===== src/rtl/interboard_tx_scheduler_pkg.sv =====
// Shared definitions for the interboard transmit scheduler:
// 22-bit message packing, msg_type codes, FSM states and requester ids.
package interboard_tx_scheduler_pkg;

  localparam int MSG_W = 22;

  // {move_dir, msg_type, block_x, block_y, card, sel_len}
  localparam int MOVE_DIR_BIT = 21;
  localparam int MSG_TYPE_LSB = 17;
  localparam int MSG_TYPE_W   = 4;
  localparam int BLOCK_X_LSB  = 12;
  localparam int BLOCK_X_W    = 5;
  localparam int BLOCK_Y_LSB  = 9;
  localparam int BLOCK_Y_W    = 3;
  localparam int CARD_LSB     = 3;
  localparam int CARD_W       = 6;
  localparam int SEL_LEN_LSB  = 0;
  localparam int SEL_LEN_W    = 3;

  localparam logic [MSG_TYPE_W-1:0] MT_NOP    = 4'h0;
  localparam logic [MSG_TYPE_W-1:0] MT_MOVE   = 4'h1;
  localparam logic [MSG_TYPE_W-1:0] MT_PLACE  = 4'h2;
  localparam logic [MSG_TYPE_W-1:0] MT_SELECT = 4'h3;
  localparam logic [MSG_TYPE_W-1:0] MT_SYNC   = 4'h4;
  localparam logic [MSG_TYPE_W-1:0] MT_MEMRD  = 4'h8;
  localparam logic [MSG_TYPE_W-1:0] MT_MEMWR  = 4'h9;

  typedef logic [MSG_W-1:0] msg_t;

  typedef enum logic [1:0] {
    ST_IDLE      = 2'd0,
    ST_WAIT_BUSY = 2'd1,
    ST_WAIT_DONE = 2'd2
  } state_e;

  typedef enum logic {
    SRC_GC = 1'b0,
    SRC_MH = 1'b1
  } src_e;

endpackage


===== src/rtl/interboard_tx_scheduler_rr_arbiter2.sv =====
// Two-input round-robin arbiter: combinational grant, registered last-grant pointer.
// Bit 0 of req/grant is game control, bit 1 is memory handle.
module interboard_tx_scheduler_rr_arbiter2
  import interboard_tx_scheduler_pkg::*;
(
  input  logic       clk,
  input  logic       rst,
  input  logic       enable,
  input  logic [1:0] req,
  input  logic       update,
  input  src_e       update_src,
  output logic [1:0] grant
);

  src_e last_grant_reg;

  always_ff @(posedge clk) begin
    if (!rst) begin
      last_grant_reg <= SRC_MH;
    end else if (update) begin
      last_grant_reg <= update_src;
    end
  end

  always_comb begin
    grant = 2'b00;
    if (enable) begin
      if (req == 2'b11) begin
        grant = (last_grant_reg == SRC_GC) ? 2'b10 : 2'b01;
      end else begin
        grant = req;
      end
    end
  end

endmodule


===== src/rtl/interboard_tx_scheduler.sv =====
// Issues one message at a time from game control or memory handle to the
// interboard link, with accept timeout, bounded retry and flush.
module interboard_tx_scheduler
  import interboard_tx_scheduler_pkg::*;
#(
  parameter int ACCEPT_TIMEOUT = 1024,
  parameter int MAX_RETRY      = 3
) (
  input  logic             clk,
  input  logic             rst,
  input  logic             interboard_rst,
  input  logic             send_ready,
  input  logic             gc_valid,
  input  logic             mh_valid,
  input  logic [MSG_W-1:0] gc_msg,
  input  logic [MSG_W-1:0] mh_msg,
  output logic             gc_ready,
  output logic             mh_ready,
  output logic             tx_transmit,
  output logic [MSG_W-1:0] tx_msg,
  output logic             tx_busy,
  output logic             link_err
);

  localparam int CNT_W   = $clog2(ACCEPT_TIMEOUT + 1);
  localparam int RETRY_W = $clog2(MAX_RETRY + 2);
  localparam logic [CNT_W-1:0]   CNT_LAST  = CNT_W'(ACCEPT_TIMEOUT - 1);
  localparam logic [RETRY_W-1:0] RETRY_MAX = RETRY_W'(MAX_RETRY);

  state_e             state_reg, state_next;
  logic [CNT_W-1:0]   cnt_reg, cnt_next;
  logic [RETRY_W-1:0] retry_reg, retry_next;
  logic               tx_transmit_reg, tx_transmit_next;
  logic               link_err_reg, link_err_next;
  msg_t               tx_msg_reg, tx_msg_next;
  src_e               src_reg, src_next;

  logic       grant_en;
  logic [1:0] grant;
  logic       last_update;

  // Readies only while idle with an idle link, and never during reset or flush.
  assign grant_en = (state_reg == ST_IDLE) && send_ready && !interboard_rst && rst;

  interboard_tx_scheduler_rr_arbiter2 u_arb (
    .clk        (clk),
    .rst        (rst),
    .enable     (grant_en),
    .req        ({mh_valid, gc_valid}),
    .update     (last_update),
    .update_src (src_reg),
    .grant      (grant)
  );

  always_comb begin
    state_next       = state_reg;
    cnt_next         = cnt_reg;
    retry_next       = retry_reg;
    tx_transmit_next = 1'b0;
    link_err_next    = link_err_reg;
    tx_msg_next      = tx_msg_reg;
    src_next         = src_reg;
    last_update      = 1'b0;

    case (state_reg)
      ST_IDLE: begin
        if (grant != 2'b00) begin
          src_next         = grant[1] ? SRC_MH : SRC_GC;
          tx_msg_next      = grant[1] ? mh_msg : gc_msg;
          tx_transmit_next = 1'b1;
          cnt_next         = '0;
          retry_next       = '0;
          state_next       = ST_WAIT_BUSY;
        end
      end
      ST_WAIT_BUSY: begin
        // A falling send_ready wins over a simultaneous timeout.
        if (!send_ready) begin
          cnt_next   = '0;
          retry_next = '0;
          state_next = ST_WAIT_DONE;
        end else if (cnt_reg == CNT_LAST) begin
          cnt_next = '0;
          if (retry_reg < RETRY_MAX) begin
            tx_transmit_next = 1'b1;
            retry_next       = retry_reg + RETRY_W'(1);
          end else begin
            link_err_next = 1'b1;
            retry_next    = '0;
            state_next    = ST_IDLE;
          end
        end else begin
          cnt_next = cnt_reg + CNT_W'(1);
        end
      end
      ST_WAIT_DONE: begin
        if (send_ready) begin
          last_update = 1'b1;
          state_next  = ST_IDLE;
        end
      end
      default: begin
        state_next = ST_IDLE;
      end
    endcase

    // Flush keeps the round-robin pointer but discards everything in flight.
    if (interboard_rst) begin
      state_next       = ST_IDLE;
      cnt_next         = '0;
      retry_next       = '0;
      tx_transmit_next = 1'b0;
      link_err_next    = 1'b0;
      tx_msg_next      = '0;
      last_update      = 1'b0;
    end
  end

  always_ff @(posedge clk) begin
    if (!rst) begin
      state_reg       <= ST_IDLE;
      cnt_reg         <= '0;
      retry_reg       <= '0;
      tx_transmit_reg <= 1'b0;
      link_err_reg    <= 1'b0;
      tx_msg_reg      <= '0;
      src_reg         <= SRC_MH;
    end else begin
      state_reg       <= state_next;
      cnt_reg         <= cnt_next;
      retry_reg       <= retry_next;
      tx_transmit_reg <= tx_transmit_next;
      link_err_reg    <= link_err_next;
      tx_msg_reg      <= tx_msg_next;
      src_reg         <= src_next;
    end
  end

  assign gc_ready    = grant[0];
  assign mh_ready    = grant[1];
  assign tx_transmit = tx_transmit_reg;
  assign tx_msg      = tx_msg_reg;
  assign tx_busy     = (state_reg != ST_IDLE);
  assign link_err    = link_err_reg;

endmodule


===== config.mk =====
export PLATFORM = sky130hd
export DESIGN_NAME = interboard_tx_scheduler
export DESIGN_NICKNAME = d
export VERILOG_FILES = /design/src/rtl/interboard_tx_scheduler_pkg.sv /design/src/rtl/interboard_tx_scheduler_rr_arbiter2.sv /design/src/rtl/interboard_tx_scheduler.sv
export SDC_FILE = /design/constraint.sdc
export NUM_CORES = 1
export LEC_CHECK = 0
export CAP_MARGIN = 30
export CORE_MARGIN = 2
export CORE_UTILIZATION = 25
export CTS_CLUSTER_SIZE = 25
export DETAILED_ROUTE_END_ITERATION = 6
export GPL_TIMING_DRIVEN = 0
export PLACE_DENSITY = 0.51
export SLEW_MARGIN = 25
export SYNTH_ARGS = -nofsm -noshare
export SYNTH_HDL_FRONTEND = slang
export SYNTH_SLANG_ARGS = --single-unit
export TNS_END_PERCENT = 5

===== constraint.sdc =====
create_clock -name clk -period 1.7 [get_ports clk]
set_input_delay 0.34 -clock clk [delete_from_list [all_inputs] [get_ports clk]]
set_output_delay 0.34 -clock clk [all_outputs]
set_load 0.02 [all_outputs]

==> flow_summary.toml <==
[timing]
fmax_ghz = 0.583
setup_tns_ns = -0.0169
clock_skew_ns = 0.00669
whs_ns = 0.302
min_period_over_period_pct = 101
tightest_slew_ns = 0.466
slew_violations = 0
rsz0062_at_grt = "yes"
final-hold-violation-count = 0
finalSetupViolCount = 2
min_period_ns = 1.72
relSlewSlack_pct = 68.9
final.setup.worst_slack_ns = -0.0153

[final_layout]
nets = 362
final_cells = 416
seq_area_um2 = 848
fillers = 822
n_antenna_cell = 0
largest_reg_flops = 22
final_common_cell = "clkdlybuf4s50_1"
final_util_pct = 39.3
drive_gt1_share_pct = 17.7
syn2layout_area_growth_pct = 53.4
final_cell_mix = "clkdlybuf4s50_1, dfxtp_1, mux2i_1, a21oi_1, o21ai_1"
multi_input_area_um2 = 1130

[worst_setup_path]
crit_chain = "dlygate4sd2_1 > and4bb_4 > nand4_4 > buf_12 > clkinv_4 > buf_6"
required_ns = 1.36
crit_path_max_fanout = 6
end_kind = "output pin"
cp_slowest_stage_delay_ns = 0.36
arrival_ns = 1.38
start_kind = "input pin"
crit_type = "in2out"
cpMaxStageDelayCell = "and4bb_4"

[clocking]
clkLatencyLatePin_ns = 0.30
path_clk_slew_ns = 0.09
cts_tree = "built"
hold_buffers = 0
cts_max_path_buffers = 2
clock_sink_count = 42
root_buffer = "clkbuf_8"
numCtsBuffers = 5
h-tree-depth = 2

[detailed_routing]
first_pass_iters = 6
via_per_inst = 4.72
vias = 1965
dr.first_iter.drc_count = 45
wl_per_cell_um = 13.5
ant_nets = 0
drc = 0
wl_mm = 5.62

[global_routing]
antenna_found_initial = 0
grtUsageTotal_pct = 13.0
grt_overflow = 0
grt_pass1_vias = 1901
grt_pass1_wl_mm = 9.20
grt_max_degree = 15

[place]
dp_hpwl_mm = 4.03
gp_congestion = 0.789
dp_cells = 401
io_buffers = 76

[logic_synthesis]
ys_ff_latch = 42
syn-num-nets = 272
synthCells = 220
synthFlopType = "dfxtp_1"
synth_area_um2 = 2090
yosysWarnings = 0
synth_edf_count = 0
ys_types = 47
postSynthAreaPerCell_um2 = 9.48
async_flop_share_pct = 0
synth_top_area_share_pct = 40.3
synthTopCellsByArea = "dfxtp_1, mux2i_1, a21oi_1"
yosysSeqAreaShare_pct = 40.3
yosys.area.top_type = "dfxtp_1"

[floorplan]
design.core.area_um2 = 8130
die-area_um2 = 9090
pin_count = 77
dieHeight_um = 95.3
rows = 33
start_util_pct = 25.6
fp.dieW_um = 95.3

[pwr]
power_density_nw_per_um2 = 662
power.leakage_nw = 1.30
peakVddDrop_v = 0.000291

[min_path]
holdCritPathClass = "in2reg"

[outcome]
status = "complete, but fails checks"
violations = "setup timing"

[job]
drv_cap = 0
power breakdown:
part | switching, mW | leakage (nW) | internal (mW)
Combinational | 0.116 | 0.899 | 0.177
Clock | 0.381 | 0.0585 | 0.441
Sequential | 0.00675 | 0.342 | 0.995
Total | 0.504 | 1.30 | 1.61
stage by stage:
stage	cell area (µm²)	total power [mW]	setup slack, ns
after floorplan	2090	1.14	0.173
after global placement	2980	1.31	-1.07
after detailed placement	2980	1.31	-1.04
after CTS	3130	2.14	-0.114
after global routing	3200	2.21	-0.0737
final	3200	2.12	-0.0153
area by class of cell:
type / count / area share, %
inverters: 4 / 0.626
clock inverters: 3 / 1.37
multi-input cells: 160 / 35.5
well taps: 105 / 4.11
clock buffers: 5 / 2.15
plain buffers: 14 / 4.77
flip-flops and latches: 42 / 26.5
repair buffers: 83 / 25.0
logic make-up after synthesis:
group | count (synthesis) | share of synthesized area (%)
buffers and inverters | 18 | 6.96
and+or+nand+nor | 61 | 18.1
muxes | 26 | 12.5
DFF | 42 | 40.3
AOI/OAI and AO/OA | 68 | 19.7
xor gates and xnor gates | 3 | 1.26
adders and majority gates | 2 | 1.20
path summary, 6_finish.rpt:
path	start	end	slack, ns	depth (start not counted)
setup / recovery	interboard_rst	mh_ready	-0.02	6
hold / removal	rst	u_arb.last_grant_reg	0.30	2
hold reg to reg	cnt_reg[10]	cnt_reg[10]	0.47	1
setup reg to reg	state_reg[0]	tx_msg[8]	0.05	7
per-layer routing:
layer  global-route usage, %  share of wire [%]
met5                       0                  0
met4                    3.26               0.66
met3                    4.35                6.6
met2                    21.8                 47
met1                    15.8                 46
repair_timing:
item                       CTS  global route
setup buffers                2             5
resized for setup           24            16
pin swaps                    2             2
setup endpoints to repair   33            31
critical path, delay by kind of cell:
| family | cells | cell delay, ns |
|---|---|---|
| buf+inv | 4 | 0.56 |
| simple gates | 2 | 0.46 |
cell usage after synthesis (all sizes together), types with 2 or more instances:
cell type,n
or3,2
mux2i,26
o2bb2ai,2
and4,2
nand4,6
nand3b,2
and3,4
o21ai,25
ha,2
nand2b,3
or2,3
o211ai,3
nand2,14
clkbuf,2
dfxtp,42
and2,2
inv,4
a31oi,5
nor2,3
xor2,2
nand3,8
buf,12
nor3,5
nor2b,2
a21oi,28
Note: power is estimated with default switching activity, not from simulation.
